===== config.mk =====
export PLATFORM = sky130hd
export DESIGN_NAME = fifo_slave_port_flat
export DESIGN_NICKNAME = d
export VERILOG_FILES = /design/src/rtl/fifo_slave_port_if.sv /design/src/rtl/fifo_slave_port.sv /design/src/flat_wrapper.sv
export SDC_FILE = /design/constraint.sdc
export NUM_CORES = 1
export LEC_CHECK = 0
export ABC_AREA = 1
export CAP_MARGIN = 20
export CELL_PAD_IN_SITES_DETAIL_PLACEMENT = 1
export CELL_PAD_IN_SITES_GLOBAL_PLACEMENT = 1
export CORE_ASPECT_RATIO = 1.1
export CORE_MARGIN = 2
export CORE_UTILIZATION = 25
export CTS_BUF_LIST = sky130_fd_sc_hd__clkbuf_16
export CTS_CLUSTER_SIZE = 10
export DETAILED_ROUTE_END_ITERATION = 8
export GPL_TIMING_DRIVEN = 1
export PLACE_DENSITY_LB_ADDON = 0.12
export SKIP_LAST_GASP = 1
export SYNTH_ARGS = -nofsm -noshare
export SYNTH_HDL_FRONTEND = slang
export SYNTH_SLANG_ARGS = --single-unit

===== constraint.sdc =====
create_clock -name clk -period 3.3 [get_ports clk]
set_input_delay 0.99 -clock clk [delete_from_list [all_inputs] [get_ports clk]]
set_output_delay 0.99 -clock clk [all_outputs]
set_load 0.01 [all_outputs]

===== src/rtl/fifo_slave_port_if.sv =====
// Handshake and bus bundle between the slave-side FIFO engine and its surroundings.
// slave: the controller's view. master: the view of the FIFO pins and byte streams that drive it.
interface fifo_slave_port_if;
  logic       fifo_dir;
  logic       fifo_dor;
  logic       fifo_si;
  logic       fifo_sob;
  logic       fifo_wnr;
  logic [7:0] sd_out;
  logic       sd_oe;
  logic [7:0] sd_in;
  logic [7:0] tx_data;
  logic       tx_valid;
  logic       tx_ready;
  logic [7:0] rx_data;
  logic       rx_valid;
  logic       rx_ready;

  modport slave (
    input  fifo_dir, fifo_dor, sd_in, tx_data, tx_valid, rx_ready,
    output fifo_si, fifo_sob, fifo_wnr, sd_out, sd_oe, tx_ready, rx_data, rx_valid
  );

  modport master (
    output fifo_dir, fifo_dor, sd_in, tx_data, tx_valid, rx_ready,
    input  fifo_si, fifo_sob, fifo_wnr, sd_out, sd_oe, tx_ready, rx_data, rx_valid
  );
endinterface


===== src/rtl/fifo_slave_port.sv =====
// Sequential engine that drains the host->slave SN74HCT40105 into rx and fills the slave->host one from tx.
// Optional feature macro: FIFO_SLAVE_COUNT_EN adds the tx_count/rx_count transfer counters.
module fifo_slave_port #(
  parameter int PULSE_CYCLES = 4,
  parameter int SETUP_CYCLES = 2
) (
  input  logic                clk,
  input  logic                reset,
  fifo_slave_port_if.slave    bus
`ifdef FIFO_SLAVE_COUNT_EN
  ,
  output logic [15:0]         tx_count,
  output logic [15:0]         rx_count
`endif
);

  localparam int MAX_PS = (PULSE_CYCLES > SETUP_CYCLES) ? PULSE_CYCLES : SETUP_CYCLES;
  localparam int MAX_C  = (MAX_PS > 3) ? MAX_PS : 3;
  localparam int CNT_W  = $clog2(MAX_C) + 1;

  localparam logic [CNT_W-1:0] SETUP_LD   = CNT_W'(SETUP_CYCLES - 1);
  localparam logic [CNT_W-1:0] PULSE_LD   = CNT_W'(PULSE_CYCLES - 1);
  localparam logic [CNT_W-1:0] RECOVER_LD = CNT_W'(2);

  typedef enum logic [2:0] {
    S_IDLE, S_WR_SETUP, S_WR_PULSE, S_WR_HOLD, S_RD_SETUP, S_RD_PULSE, S_RECOVER
  } state_t;

  typedef enum logic {OP_WRITE, OP_READ} op_t;

  logic             r_dir_s1, r_dir_s, r_dor_s1, r_dor_s;
  state_t           r_state, w_state_nxt;
  logic [CNT_W-1:0] r_cnt, w_cnt_nxt;
  logic             r_si, w_si_nxt;
  logic             r_sob, w_sob_nxt;
  logic             r_wnr, w_wnr_nxt;
  logic             r_oe, w_oe_nxt;
  logic [7:0]       r_sd_out, w_sd_out_nxt;
  logic [7:0]       r_rx_data, w_rx_data_nxt;
  logic             r_rx_valid, w_rx_valid_nxt;
  op_t              r_last_op, w_last_op_nxt;
  logic             w_wr_elig, w_rd_elig, w_grant_wr, w_grant_rd;
  logic             w_si_rise, w_rx_cap;

  // DIR/DOR come straight off the FIFO pins, unrelated to clk
  always_ff @(posedge clk) begin
    if (reset) begin
      r_dir_s1 <= 1'b0;
      r_dir_s  <= 1'b0;
      r_dor_s1 <= 1'b0;
      r_dor_s  <= 1'b0;
    end else begin
      r_dir_s1 <= bus.fifo_dir;
      r_dir_s  <= r_dir_s1;
      r_dor_s1 <= bus.fifo_dor;
      r_dor_s  <= r_dor_s1;
    end
  end

  assign w_wr_elig  = bus.tx_valid & r_dir_s;
  assign w_rd_elig  = r_dor_s & ~r_rx_valid;
  assign w_grant_wr = w_wr_elig & (~w_rd_elig | (r_last_op == OP_READ));
  assign w_grant_rd = w_rd_elig & (~w_wr_elig | (r_last_op == OP_WRITE));

  always_ff @(posedge clk) begin
    if (reset) begin
      r_state    <= S_IDLE;
      r_cnt      <= '0;
      r_si       <= 1'b0;
      r_sob      <= 1'b1;
      r_wnr      <= 1'b0;
      r_oe       <= 1'b0;
      r_sd_out   <= 8'h00;
      r_rx_data  <= 8'h00;
      r_rx_valid <= 1'b0;
      r_last_op  <= OP_WRITE;
    end else begin
      r_state    <= w_state_nxt;
      r_cnt      <= w_cnt_nxt;
      r_si       <= w_si_nxt;
      r_sob      <= w_sob_nxt;
      r_wnr      <= w_wnr_nxt;
      r_oe       <= w_oe_nxt;
      r_sd_out   <= w_sd_out_nxt;
      r_rx_data  <= w_rx_data_nxt;
      r_rx_valid <= w_rx_valid_nxt;
      r_last_op  <= w_last_op_nxt;
    end
  end

  // Every state exits when its down-counter reaches zero; each exit reloads it for the next state
  always_comb begin
    w_state_nxt    = r_state;
    w_cnt_nxt      = (r_cnt != '0) ? r_cnt - CNT_W'(1) : r_cnt;
    w_si_nxt       = r_si;
    w_sob_nxt      = r_sob;
    w_wnr_nxt      = r_wnr;
    w_oe_nxt       = r_oe;
    w_sd_out_nxt   = r_sd_out;
    w_rx_data_nxt  = r_rx_data;
    w_rx_valid_nxt = r_rx_valid & ~bus.rx_ready;
    w_last_op_nxt  = r_last_op;
    case (r_state)
      S_IDLE: begin
        if (w_grant_wr) begin
          w_sd_out_nxt = bus.tx_data;
          w_wnr_nxt    = 1'b1;
          w_oe_nxt     = 1'b1;
          w_state_nxt  = S_WR_SETUP;
          w_cnt_nxt    = SETUP_LD;
        end else if (w_grant_rd) begin
          w_state_nxt  = S_RD_SETUP;
          w_cnt_nxt    = SETUP_LD;
        end
      end
      S_WR_SETUP: if (r_cnt == '0) begin
        w_si_nxt    = 1'b1;
        w_state_nxt = S_WR_PULSE;
        w_cnt_nxt   = PULSE_LD;
      end
      S_WR_PULSE: if (r_cnt == '0) begin
        w_si_nxt    = 1'b0;
        w_state_nxt = S_WR_HOLD;
        w_cnt_nxt   = SETUP_LD;
      end
      S_WR_HOLD: if (r_cnt == '0) begin
        w_oe_nxt      = 1'b0;
        w_wnr_nxt     = 1'b0;
        w_last_op_nxt = OP_WRITE;
        w_state_nxt   = S_RECOVER;
        w_cnt_nxt     = RECOVER_LD;
      end
      S_RD_SETUP: if (r_cnt == '0) begin
        w_rx_data_nxt  = bus.sd_in;
        w_rx_valid_nxt = 1'b1;
        w_sob_nxt      = 1'b0;
        w_state_nxt    = S_RD_PULSE;
        w_cnt_nxt      = PULSE_LD;
      end
      S_RD_PULSE: if (r_cnt == '0) begin
        w_sob_nxt     = 1'b1;
        w_last_op_nxt = OP_READ;
        w_state_nxt   = S_RECOVER;
        w_cnt_nxt     = RECOVER_LD;
      end
      S_RECOVER: if (r_cnt == '0) begin
        w_state_nxt = S_IDLE;
      end
      default: begin
        w_state_nxt = S_IDLE;
        w_cnt_nxt   = '0;
      end
    endcase
  end

  assign w_si_rise = (r_state == S_WR_SETUP) && (r_cnt == '0);
  assign w_rx_cap  = (r_state == S_RD_SETUP) && (r_cnt == '0);

`ifdef FIFO_SLAVE_COUNT_EN
  logic [15:0] r_tx_count, r_rx_count;

  always_ff @(posedge clk) begin
    if (reset) begin
      r_tx_count <= 16'h0000;
      r_rx_count <= 16'h0000;
    end else begin
      if (w_si_rise) r_tx_count <= r_tx_count + 16'h0001;
      if (w_rx_cap)  r_rx_count <= r_rx_count + 16'h0001;
    end
  end

  assign tx_count = r_tx_count;
  assign rx_count = r_rx_count;
`else
  logic w_unused_strobes;
  assign w_unused_strobes = w_si_rise ^ w_rx_cap;
`endif

  assign bus.tx_ready = (r_state == S_IDLE) & r_dir_s & w_grant_wr;
  assign bus.fifo_si  = r_si;
  assign bus.fifo_sob = r_sob;
  assign bus.fifo_wnr = r_wnr;
  assign bus.sd_oe    = r_oe;
  assign bus.sd_out   = r_sd_out;
  assign bus.rx_data  = r_rx_data;
  assign bus.rx_valid = r_rx_valid;

endmodule


===== src/flat_wrapper.sv =====
// flat-port wrapper written by rule: the top's interface ports become plain ports
module fifo_slave_port_flat 
#(
  parameter int PULSE_CYCLES = 4,
  parameter int SETUP_CYCLES = 2
)
  (clk, reset, bus_fifo_dir, bus_fifo_dor, bus_sd_in, bus_tx_data, bus_tx_valid, bus_rx_ready, bus_fifo_si, bus_fifo_sob, bus_fifo_wnr, bus_sd_out, bus_sd_oe, bus_tx_ready, bus_rx_data, bus_rx_valid);
  fifo_slave_port_if bus_i ();
  input  logic clk;
  input  logic reset;
  input wire logic [$bits(bus_i.fifo_dir)-1:0] bus_fifo_dir;
  input wire logic [$bits(bus_i.fifo_dor)-1:0] bus_fifo_dor;
  input wire logic [$bits(bus_i.sd_in)-1:0] bus_sd_in;
  input wire logic [$bits(bus_i.tx_data)-1:0] bus_tx_data;
  input wire logic [$bits(bus_i.tx_valid)-1:0] bus_tx_valid;
  input wire logic [$bits(bus_i.rx_ready)-1:0] bus_rx_ready;
  output wire logic [$bits(bus_i.fifo_si)-1:0] bus_fifo_si;
  output wire logic [$bits(bus_i.fifo_sob)-1:0] bus_fifo_sob;
  output wire logic [$bits(bus_i.fifo_wnr)-1:0] bus_fifo_wnr;
  output wire logic [$bits(bus_i.sd_out)-1:0] bus_sd_out;
  output wire logic [$bits(bus_i.sd_oe)-1:0] bus_sd_oe;
  output wire logic [$bits(bus_i.tx_ready)-1:0] bus_tx_ready;
  output wire logic [$bits(bus_i.rx_data)-1:0] bus_rx_data;
  output wire logic [$bits(bus_i.rx_valid)-1:0] bus_rx_valid;
  assign bus_i.fifo_dir = bus_fifo_dir;
  assign bus_i.fifo_dor = bus_fifo_dor;
  assign bus_i.sd_in = bus_sd_in;
  assign bus_i.tx_data = bus_tx_data;
  assign bus_i.tx_valid = bus_tx_valid;
  assign bus_i.rx_ready = bus_rx_ready;
  assign bus_fifo_si = bus_i.fifo_si;
  assign bus_fifo_sob = bus_i.fifo_sob;
  assign bus_fifo_wnr = bus_i.fifo_wnr;
  assign bus_sd_out = bus_i.sd_out;
  assign bus_sd_oe = bus_i.sd_oe;
  assign bus_tx_ready = bus_i.tx_ready;
  assign bus_rx_data = bus_i.rx_data;
  assign bus_rx_valid = bus_i.rx_valid;
  fifo_slave_port #(.PULSE_CYCLES(PULSE_CYCLES), .SETUP_CYCLES(SETUP_CYCLES)) u_core (.clk(clk), .reset(reset), .bus(bus_i));
endmodule

## Word-level counts from Yosys, hierarchy flattened

Index checks and enable logic that the tools add are counted.

- Equality and inequality tests: 15
- Add/sub/neg operators: 1
- Muxes and demuxes: 24
- Bitwise operators: 14
- Reduce and logical (&&, ||, !) cells: 16

Operator list:

| operator | number |
|---|---|
| 3-bit 2-to-1 mux | 13 |
| 3-bit one-hot mux with 6 select lines | 1 |
| 2-bit by 1-bit != test with 1-bit output, second input constant | 8 |
| 3-bit one-hot mux with 5 select lines | 1 |
| 3-bit AND reduction | 4 |
| 3-bit == test, second input constant | 3 |
| 1-bit one-hot mux with 2 select lines | 4 |
| 2-bit nonzero test | 4 |
| 1-bit AND | 7 |
| 3-bit by 2-bit == test with 1-bit output, second input constant | 2 |
| 3-bit logical NOT | 2 |
| 6-bit AND reduction | 1 |
| 1-bit 2-to-1 mux | 5 |
| 1-bit NOT | 5 |
| 2-bit AND reduction | 2 |
| 2-bit OR reduction | 2 |
| 3-bit by 1-bit == test with 1-bit output, second input constant | 1 |
| 3-bit by 1-bit != test with 1-bit output, second input constant | 1 |
| 3-bit nonzero test | 1 |
| 3-bit by 1-bit subtractor with 3-bit output, second input constant | 1 |
| 1-bit OR | 2 |

- Register bits after elaboration: 31
- Input port bits: 22
- Word-level logic and storage cells: 83
- Output and inout port bits: 22

## Logic depth before layout (Yosys ltp)

Gate-level depths: netlist of run 1.

- Depth in word-level cells: 7
- Mapped depth: 10
- Gate-level depth less buffers: 10

## Worst setup path after synthesis of run 1

Ideal clock, no wire load.

- Kind: input to output
- Start point: input port bus_tx_valid
- End point: output port bus_tx_ready
- Stages on the path: 4
- Required time: 2.310 ns
- Data arrival time: 1.334 ns
- Buffers on the path: 0
- Path slack: 0.976 ns
- Path through: nand2_1 inv_1 nand3_2 inv_2

- Cells in the longest elaborated chain, start to end: 3

RTL lines:

| element | line | RTL |
|---|---|---|
| start, declared | flat_wrapper.sv:15 | `input wire logic [$bits(bus_i.tx_valid)-1:0] bus_tx_valid;` |
| 1-bit AND | fifo_slave_port.sv:60 | `assign w_wr_elig = bus.tx_valid & r_dir_s;` |
| 1-bit AND | fifo_slave_port.sv:62 | `assign w_grant_wr = w_wr_elig & (~w_rd_elig \| (r_last_op == OP_READ));` |
| 1-bit AND | fifo_slave_port.sv:179 | `assign bus.tx_ready = (r_state == S_IDLE) & r_dir_s & w_grant_wr;` |
| end, declared | flat_wrapper.sv:22 | `output wire logic [$bits(bus_i.tx_ready)-1:0] bus_tx_ready;` |

Every way passes these cells.

## Worst setup path in the final report of run 1

Ends and elaborated chain as after synthesis.

==> results of run 1 <==
path summary, 6_finish.rpt:
kind	to	slack [ps]	cells after the start
setup reg to reg	u_core.bus.rx_data[2]	1660	9
setup / recovery	bus_tx_ready	250	6
hold reg to reg	u_core.r_dir_s	410	2
hold / removal	u_core.r_dir_s	410	2
worst max-delay path: cells and delay by family:
kind | cells | cell delay, ps
buffers and inverters | 4 | 880
AND/OR/NAND/NOR | 2 | 190
sequential cells by signal, indices dropped and copies added (netlist names):
name / flops
u_core.r_dor_s: 1
u_core.r_last_op: 1
u_core.r_dor_s1: 1
u_core.r_state: 3
u_core.bus.rx_data: 8
u_core.bus.fifo_wnr: 1
u_core.bus.sd_out: 8
u_core.r_dir_s1: 1
u_core.r_dir_s: 1
u_core.bus.fifo_si: 1
u_core.bus.fifo_sob: 1
u_core.bus.rx_valid: 1
u_core.r_cnt: 3
metal layers:
metal	track usage (%)	vias up
met5	0	-
met4	5.89	0
met3	5.40	5
met2	21.0	30
met1	16.5	586
li1	-	687
final cells by class:
type / instances / area (µm²) / share of cell area, %
clock inverter: 3 / 11.3 / 0.561
timing repair buffer: 46 / 452 / 22.5
clock buffer: 5 / 125 / 6.23
tap: 75 / 93.8 / 4.67
multi-input combinational: 130 / 627 / 31.2
inverter: 21 / 78.8 / 3.93
sequential: 31 / 621 / 30.9
logic make-up (layout without fill, tap and decap cells):
kind of cell | Yosys count | in the layout
adders and majority gates | 2 | 2
xor gates and xnor gates | 2 | 2
DFF | 31 | 31
buffers and inverters | 28 | 75
and+or+nand+nor | 91 | 91
AOI/OAI and AO/OA | 35 | 35
synth_stat cells:
master / instances
nor2_1: 48
dfxtp_1: 31
nand2_1: 24
o21ai_0: 16
inv_1: 15
a21oi_1: 8
nand3_1: 8
o21ai_1: 8
inv_2: 6
buf_6: 3
nor2_4: 3
clkbuf_1: 2
ha_1: 2
nand2_2: 2
nand3_2: 2
nor2_2: 2
a21boi_0: 1
buf_2: 1
buf_4: 1
nand4_1: 1
nor4_1: 1
o211ai_1: 1
o21bai_1: 1
xnor2_1: 1
xor2_1: 1
report_power, final:
group	internal [µW]	switching, µW	total [µW]
clock network	271	152	422
registers	446	59.4	506
logic	234	324	557
cell usage in the layout (no fill, tap or decap), types with 3 or more instances in the layout:
cell type,netlist,layout
a21oi_1,8,8
buf_4,1,3
clkbuf_16,0,5
clkdlybuf4s50_1,0,42
dfxtp_1,31,31
inv_1,15,16
inv_2,6,6
nand2_1,24,24
nand3_1,8,8
nor2_1,48,48
nor2_4,3,3
o21ai_0,16,16
o21ai_1,8,8
metrics by stage:
step | hold WS, ps | TNS, ps | cell area [µm²] | total power (µW)
2_1_floorplan | 388 | 0 | 1380 | 888
5_1_grt | 433 | 0 | 2010 | 1620
4_1_cts | 415 | 0 | 2010 | 1520
6_report | 409 | 0 | 2010 | 1490
3_5_place_dp | 399 | -40.9 | 1870 | 1080
3_3_place_gp | 390 | -49.1 | 1870 | 1080
==> impl_results.md, run 1 <==
- Max_cap viols: 0
- # resized after CTS: 1
- Critical Path RT: 2310 ps
- Synth warnings: 0
- Post-synthesis adder-cell area fraction: 1.81%
- Actual slew at the worst max-slew pin: 434 ps
- R2R Path Start: u_core.r_cnt[0]
- Num CTS Buffers: 5
- CP endpoint kind: primary output
- Ranking of synthesized cells by area: dfxtp_1 45%, nor2_1 13%, nand2_1 6.5%
- Slew Limit Fails: 0
- Total grt overflow: 0
- Crit-path cells: clkdlybuf4s50_1 > nand2_1 > inv_1 > nand3_2 > inv_2 > dlygate4sd2_1
- Final ANT Viol Nets: 0
- Number of fill cells in the layout: 675
- Postcts setup bufs: 0
- Worst skew pair latency: 270 ps
- CTS Sinks: 31
- Pwr dens: 740 mW/mm²
- Die area: 0.00613 mm²
- Antenna cell count: 0
- CP max stage cell: clkdlybuf4s50_1
- Syn_area_per_cell: 7.30 µm²
- Bufs on Longest Clock Path: 2
- Final core utilization: 37.5%
- Status: finished, final reports clean
- HP Start: u_core.r_dir_s1
- #FFs+latches synth: 31
- Die outline width: 74.8 µm
- Initial Util: 25.7%
- Multiplexer share of the synthesized area: 0%
- WL met2: 1.70 mm
- Hold Path Class: reg -> reg
- Xor/xnor share of the synthesized area: 1.27%
- Post-Syn Area: 0.00138 mm²
- Largest family of logic cells by synthesized area: simple AND/OR/NAND/NOR gates
- Slew headroom: 71.0%
- CTS tree: done
- Crit path max fanout: 2
- Setup WS pre-CTS: -40.9 ps
- GPL Wtd Cong: 0.753
- Reg clk slew, reported paths: 50 ps
- Placed cell count: 303
- Distinct cells, synth: 25
- Largest net degree at the start of global routing: 20
- Startpoint types: input pin
- Hold-fix buffers, CTS: 0
- Unrepaired setup endpoints after global routing: no
- CP max stage delay: 460 ps
- Area added between synthesis and finish: 45.5%
- Gr usage total: 13.6%
- Fmax: 0.328 GHz
- IO buf count: 43
- Layout cells sized above 1: 9.75%
- Clock skew: 3.25 ps
- 1st-iter DRT viols: 58
- IO Pins: 44
- Setup WS post-layout: 251 ps
- Met3 WL post-DR: 244 µm
- Htree depth: 2
- Core area: 0.00536 mm²
- Sequential area share after synthesis: 45.0%
- Crit Path Class: in -> out
- Die Y: 81.9 µm
- Clock root cell: clkbuf_16
- Syn Inst Count: 189
- Cell taking the most area after synthesis: dfxtp_1
- DR top layer: met4
- Drt drc: 0
- Via count: 1308
- First-pass GRT wire length: 6.18 mm
- Final setup fails: 0
- Placed wire-length estimate: 2.65 mm
- Leakage: 0.000845 µW
- Layout Cells excl Fill: 311
- Peak supply drop: 0.000257 V
- Synth Area in Simple Gates: 29.1%
- Pre-antenna DRT Iters: 4
- Vias in the first global route: 1324
- Initial antenna violation count: 0
- Final WL: 3.64 mm
- Crit path arrival time: 2060 ps
- Routed vias/inst: 4.21
- Metal-1 WL: 1.65 mm
- Final nets: 259
- CP startpoint: bus_tx_valid
- Final worst-path cycle share: 92.4%
- Endpoints failing hold: 0
- Rows: 28
- Compound-gate portion of the synthesized area: 13.2%
- Routed WL per cell: 11.7 µm
- Synth top area share: 45.0%
- Min cycle time layout: 3050 ps
- Syn_nets: 213
(Power assumes the default switching activity.)
==> inputs of run 2 (changes only) <==
--- a/config.mk
+++ b/config.mk
@@ -18,6 +18,7 @@
 export GPL_TIMING_DRIVEN = 1
 export PLACE_DENSITY_LB_ADDON = 0.12
 export SKIP_LAST_GASP = 1
+export SLEW_MARGIN = 30
 export SYNTH_ARGS = -nofsm -noshare
 export SYNTH_HDL_FRONTEND = slang
 export SYNTH_SLANG_ARGS = --single-unit
==> results of run 2 <==
The final DEF is identical to that of run 1; final timing and power are the same.
